[config.mk]
export PLATFORM = sky130hd
export DESIGN_NAME = hazard_ctrl
export DESIGN_NICKNAME = d
export VERILOG_FILES = /design/src/rtl/mips_defs.sv /design/src/rtl/instr_class.sv /design/src/rtl/hazard_ctrl.sv
export SDC_FILE = /design/constraint.sdc
export NUM_CORES = 1
export LEC_CHECK = 0
export CORE_MARGIN = 10
export CORE_UTILIZATION = 25
export CTS_CLUSTER_DIAMETER = 50
export DETAILED_ROUTE_END_ITERATION = 10
export PLACE_DENSITY = 0.82
export SYNTH_ARGS = -nofsm -noshare
export SYNTH_HDL_FRONTEND = slang
export SYNTH_SLANG_ARGS = --single-unit
[constraint.sdc]
create_clock -name Clk -period 3.9 [get_ports Clk]
set_input_delay 0.78 -clock Clk [delete_from_list [all_inputs] [get_ports Clk]]
set_output_delay 0.78 -clock Clk [all_outputs]
set_load 0.01 [all_outputs]
[src/rtl/mips_defs.sv]
// Shared MIPS opcode/funct encodings and the Tuse/Tnew timing vocabulary
// used by the hazard controller and its instruction classifier.
package mips_defs;

  localparam logic [5:0] OP_RTYPE = 6'h00;
  localparam logic [5:0] OP_ORI   = 6'h0d;
  localparam logic [5:0] OP_LUI   = 6'h0f;
  localparam logic [5:0] OP_LW    = 6'h23;
  localparam logic [5:0] OP_SW    = 6'h2b;
  localparam logic [5:0] OP_BEQ   = 6'h04;
  localparam logic [5:0] OP_J     = 6'h02;
  localparam logic [5:0] OP_JAL   = 6'h03;

  localparam logic [5:0] FN_ADDU  = 6'h21;
  localparam logic [5:0] FN_SUBU  = 6'h23;
  localparam logic [5:0] FN_JR    = 6'h08;
  localparam logic [5:0] FN_MULT  = 6'h18;
  localparam logic [5:0] FN_MULTU = 6'h19;
  localparam logic [5:0] FN_DIV   = 6'h1a;
  localparam logic [5:0] FN_DIVU  = 6'h1b;
  localparam logic [5:0] FN_MFHI  = 6'h10;
  localparam logic [5:0] FN_MFLO  = 6'h12;
  localparam logic [5:0] FN_MTHI  = 6'h11;
  localparam logic [5:0] FN_MTLO  = 6'h13;

  localparam logic [1:0] TUSE_0    = 2'd0;
  localparam logic [1:0] TUSE_1    = 2'd1;
  localparam logic [1:0] TUSE_2    = 2'd2;
  localparam logic [1:0] TUSE_NONE = 2'd3;

  localparam logic [1:0] TNEW_0 = 2'd0;
  localparam logic [1:0] TNEW_1 = 2'd1;
  localparam logic [1:0] TNEW_2 = 2'd2;

  // A source read too early for a producer that has not yet produced: stall.
  function automatic logic reg_hazard(input logic [4:0] a3, input logic [4:0] src,
                                      input logic [1:0] tuse, input logic [1:0] tnew);
    return (a3 != 5'd0) && (a3 == src) && (tuse != TUSE_NONE) && (tuse < tnew);
  endfunction

endpackage

[src/rtl/instr_class.sv]
// Combinational classifier: maps one instruction word to its register
// timing (Tuse per source, Tnew in E) and its mult/div and HI/LO roles.
module instr_class
  import mips_defs::*;
(
  input  logic [31:0] instr,
  output logic [1:0]  rs_tuse,
  output logic [1:0]  rt_tuse,
  output logic [1:0]  tnew_e,
  output logic        is_md_start,
  output logic        is_div,
  output logic        is_hilo
);

  logic [5:0] op;
  logic [5:0] fn;
  logic       unused_bits;

  assign op          = instr[31:26];
  assign fn          = instr[5:0];
  assign unused_bits = ^instr[25:6];

  // Anything not listed falls through to the defaults, i.e. behaves as a nop.
  always_comb begin
    rs_tuse     = TUSE_NONE;
    rt_tuse     = TUSE_NONE;
    tnew_e      = TNEW_0;
    is_md_start = 1'b0;
    is_div      = 1'b0;
    is_hilo     = 1'b0;
    case (op)
      OP_RTYPE: begin
        case (fn)
          FN_ADDU, FN_SUBU: begin
            rs_tuse = TUSE_1;
            rt_tuse = TUSE_1;
            tnew_e  = TNEW_1;
          end
          FN_JR: rs_tuse = TUSE_0;
          FN_MULT, FN_MULTU, FN_DIV, FN_DIVU: begin
            rs_tuse     = TUSE_1;
            rt_tuse     = TUSE_1;
            is_md_start = 1'b1;
            is_div      = (fn == FN_DIV) || (fn == FN_DIVU);
            is_hilo     = 1'b1;
          end
          FN_MFHI, FN_MFLO: begin
            tnew_e  = TNEW_1;
            is_hilo = 1'b1;
          end
          FN_MTHI, FN_MTLO: begin
            rs_tuse = TUSE_1;
            is_hilo = 1'b1;
          end
          default: ;
        endcase
      end
      OP_ORI: begin
        rs_tuse = TUSE_1;
        tnew_e  = TNEW_1;
      end
      OP_LW: begin
        rs_tuse = TUSE_1;
        tnew_e  = TNEW_2;
      end
      OP_SW: begin
        rs_tuse = TUSE_1;
        rt_tuse = TUSE_2;
      end
      OP_BEQ: begin
        rs_tuse = TUSE_0;
        rt_tuse = TUSE_0;
      end
      OP_LUI, OP_JAL, OP_J: tnew_e = TNEW_0;
      default: ;
    endcase
  end

endmodule

[src/rtl/hazard_ctrl.sv]
// Pipeline stall controller: compares D-stage source timing against E/M
// producers and holds HI/LO users in D while the mult/div unit is busy.
module hazard_ctrl
  import mips_defs::*;
#(
  parameter int MULT_CYC = 5,
  parameter int DIV_CYC  = 10,
  parameter int CNT_W    = 4
) (
  input  logic        Clk,
  input  logic        Reset,
  input  logic [31:0] InstrD,
  input  logic [31:0] InstrE,
  input  logic [31:0] InstrM,
  input  logic [4:0]  A3E,
  input  logic [4:0]  A3M,
  output logic        PCEn,
  output logic        DRegEn,
  output logic        ERegFlush,
  output logic        MDBusy
);

  logic [1:0] rs_tuse_d, rt_tuse_d, tnew_e_d;
  logic       md_start_d, is_div_d, is_hilo_d;
  logic [1:0] rs_tuse_e, rt_tuse_e, tnew_e;
  logic       md_start_e, is_div_e, is_hilo_e;
  logic [1:0] rs_tuse_m, rt_tuse_m, tnew_e_m;
  logic       md_start_m, is_div_m, is_hilo_m;

  logic [1:0]       tnew_m;
  logic [4:0]       rs_d, rt_d;
  logic             hazard_e, hazard_m, md_stall, stall;
  logic [CNT_W-1:0] cnt_d, cnt_q;
  logic             unused_sig;

  instr_class u_cls_d (
    .instr(InstrD), .rs_tuse(rs_tuse_d), .rt_tuse(rt_tuse_d), .tnew_e(tnew_e_d),
    .is_md_start(md_start_d), .is_div(is_div_d), .is_hilo(is_hilo_d)
  );

  instr_class u_cls_e (
    .instr(InstrE), .rs_tuse(rs_tuse_e), .rt_tuse(rt_tuse_e), .tnew_e(tnew_e),
    .is_md_start(md_start_e), .is_div(is_div_e), .is_hilo(is_hilo_e)
  );

  instr_class u_cls_m (
    .instr(InstrM), .rs_tuse(rs_tuse_m), .rt_tuse(rt_tuse_m), .tnew_e(tnew_e_m),
    .is_md_start(md_start_m), .is_div(is_div_m), .is_hilo(is_hilo_m)
  );

  assign unused_sig = ^{tnew_e_d, md_start_d, is_div_d, rs_tuse_e, rt_tuse_e, is_hilo_e,
                        rs_tuse_m, rt_tuse_m, md_start_m, is_div_m, is_hilo_m};

  assign rs_d   = InstrD[25:21];
  assign rt_d   = InstrD[20:16];
  // Only a load still has a result outstanding once it reaches M.
  assign tnew_m = (tnew_e_m == TNEW_2) ? TNEW_1 : TNEW_0;

  always_comb begin
    hazard_e = reg_hazard(A3E, rs_d, rs_tuse_d, tnew_e) ||
               reg_hazard(A3E, rt_d, rt_tuse_d, tnew_e);
    hazard_m = reg_hazard(A3M, rs_d, rs_tuse_d, tnew_m) ||
               reg_hazard(A3M, rt_d, rt_tuse_d, tnew_m);
    md_stall = is_hilo_d && ((cnt_q != '0) || md_start_e);
    stall    = hazard_e || hazard_m || md_stall;
  end

  // A fresh mult/div in E reloads the counter even if it is still running.
  always_comb begin
    cnt_d = cnt_q;
    if (md_start_e)
      cnt_d = is_div_e ? CNT_W'(DIV_CYC) : CNT_W'(MULT_CYC);
    else if (cnt_q != '0)
      cnt_d = cnt_q - 1'b1;
  end

  always_ff @(posedge Clk) begin
    if (Reset)
      cnt_q <= '0;
    else
      cnt_q <= cnt_d;
  end

  assign PCEn      = ~stall;
  assign DRegEn    = ~stall;
  assign ERegFlush = stall;
  assign MDBusy    = (cnt_q != '0);

endmodule

==> impl_results.md <==
* Run status: complete, no violations
* CTS Buf Count at 3
* Largest family of logic cells by synthesized area: simple AND/OR/NAND/NOR gates
* Clock-pin slew on the worst setup and hold paths at ~30 ps
* Hold Slack at between 500 and 600 ps
* Seq/Total Area, Yosys at 0.09697
* Max Clk Rate at about 0.27 GHz
* Fraction of layout cells with a size suffix above 1 at 0.2181
* DR pass1 iterations at 4
* Synth Register Bits at 4
* Adder-Cell Fraction of Synth Area at 0.06061
* Die area at ~6000 um2
* HP Class: reg2reg
* Vias at 1,130
* Crit. End Element: output port
* CTS tree: done
* Xor/xnor share of the synthesized area at 0.2439
* Avg Vias per Cell at roughly 4.9
* Row count at 20
* Area leader, netlist: xnor2_1
* Startpoint types: input pin
* I/O pin count at ~110
* Area growth from synthesis to layout at 101.1%
* Top-area cell type share of the netlist area at 0.1379
* Synth Warn # at 0
* Layout Cells excl Fill at between 200 and 250
* Critical Path AT at between 2000 and 3000 ps
* Mux contribution to synthesized area at 0
* Total routed wirelength at ~3.2 mm
* Synthesized cell area at between 800 and 900 um2
* Effective utilization at floorplan at 0.2661
* Clock Latency Late Sink at 240 ps
* Crit share post-route at 0.9675
* Clock Skew at 7.105 ps
* Largest regs: cnt_q (4)
* Worst endpoint required time at 3120 ps
* Worst Path Max Fanout at 2
* IO buf count at 55
* DP Area at ~1600 um2
* Final Slew Violations at 0
* Final cell area excluding filler cells at between 1500 and 2000 um2
* Nets at between 300 and 400
* Endpoints failing hold at 0
* Placed Cells at between 200 and 250
* Number of global-route vias before repair at 1,275
* Core area at ~3100 um2
* Area of the multi-input gates at between 700 and 800 um2
* Syn Area/Cell at ~7.4 um2
* Clock Tree Root: clkbuf_4
* Reg2reg setup slack at 2660 ps
* Number of max-cap violations at 0
* Clock Sinks at 4
* # fillers at 327
* Worst-Margin Slew at around 400 ps
* Synth Area in Compound Gates at 0.2045
* Most used flip-flop cell after synthesis: dfxtp_1
* Antenna Violating Nets Remaining at 0
* Die Wd at 77.48 um
* Top reg by flops: cnt_q
* DRC at 0
* Dpl hpwl at 2.716 mm
* Top post-synthesis cells by area: xnor2_1, xor2_1, dfxtp_1
* Reg area at roughly 80 um2
* Gate count of the mapped netlist at between 100 and 150
* RSZ-0062 raised after global routing: no
* DR WL/cell at ~14 um
* Global route overflow at 0
* # H-tree levels at 1
* Max transition margin at 0.7254
* Initial drt markers at 17
* Simple-gate area share of the yosys netlist at 0.3379
* Antenna violations before repair at 0
* Final setup viols at 0
* Yosys cell types at 39
* Layout Utilization at 0.5351
* Wire length of the first global-routing pass at around 5.3 mm
* Post-synth top cells: nor2_1, xnor2_1, xor2_1, nand3_1, a21oi_1
* Die Y at between 70 and 80 um
* PwrDens at ~210 nW/um2
* Peak supply drop at 0.1244 mV
* Hold-fix buffers, CTS at 0
* Leak at about 0.66 nW
* Ant diodes at 0
* WS Path Type: in2out
* Max reg flops at 4
* Largest net degree at the start of global routing at 8
* Async set-reset flop share out of synthesis at 0
* Number of flops mapped to enable cells by yosys at 0
* Min Tclk post-route at about 3800 ps
* Worst-case clock buffer depth at 2
* Mapped Nets at approximately 220
* Gr usage total at 0.1030
* GPL Wtd Cong at 0.8415
==> timing repair <==
action,4_1_cts,5_1_grt
gates resized for setup,22,11
pin swaps,5,5
buffers inserted,1,0
setup endpoints to repair,3,3
endpoints found under the hold margin,0,0
==> layout by cell type (no fill, tap or decap), types with 5 or more instances in the layout <==
cell | Yosys | layout
a21oi_1 | 7 | 5
buf_4 | 1 | 20
clkdlybuf4s50_1 | 0 | 45
dlymetal6s2s_1 | 0 | 5
inv_1 | 5 | 5
nand2_1 | 5 | 5
nand3_1 | 8 | 8
nor2_1 | 13 | 13
nor3_1 | 5 | 5
xnor2_1 | 13 | 13
xor2_1 | 10 | 10
==> path summary, 6_finish.rpt <==
check | depth (start not counted) | startpoint | end
worst max-delay path | 9 | InstrE[30] | PCEn
worst min-delay path | 3 | cnt_q[3] | cnt_q[3]
worst max register to register | 6 | cnt_q[0] | cnt_q[0]
worst min register to register | 3 | cnt_q[3] | cnt_q[3]
==> where the power goes <==
group          total [mW]  internal, mW  switching, mW
sequential         0.0673        0.0567         0.0106
clock              0.0522        0.0345         0.0178
combinational       0.236         0.132          0.104
total               0.355         0.223          0.132
==> worst max-delay path, cell delays in order <==
cell             delay (ps)
clkdlybuf4s50_1         440
or3_1                   400
or2_2                   330
ha_1                    280
inv_1                    50
o21ai_1                 160
a21oi_2                  90
a311oi_2                280
buf_2                   200
==> per-layer routing <==
layer  GRT usage  part of all wire  up-vias
met5           0                 0        -
met4     0.02920             0.012        0
met3     0.04493             0.093        4
met2      0.1831              0.49       48
met1      0.1077              0.41      509
li1            -                 -      569
==> cell type report <==
| class | instances | area share |
|---|---|---|
| multi-input combinational | 100 | 0.4695 |
| timing repair buffer | 75 | 0.4190 |
| sequential | 4 | 0.04823 |
| tap | 44 | 0.03316 |
| inverter | 6 | 0.01658 |
| clock buffer | 3 | 0.01356 |
==> cell families (layout without fill, tap and decap cells) <==
logic type	after synthesis	in the layout
DFF	4	4
xor gates and xnor gates	23	23
buffers and inverters	8	84
AOI/OAI and AO/OA	22	22
adders and majority gates	4	4
and+or+nand+nor	51	51
==> metrics by stage <==
stage	setup WS [ps]	TNS [ps]	power, mW
floorplan	271.4	0	0.1872
global placement	-623.3	-1680	0.2913
detailed placement	-663.4	-1794	0.2969
CTS	8.169	0	0.3576
global route	9.268	0	0.3909
finish	126.7	0	0.3551
Note: power is estimated with default switching activity, not from simulation.
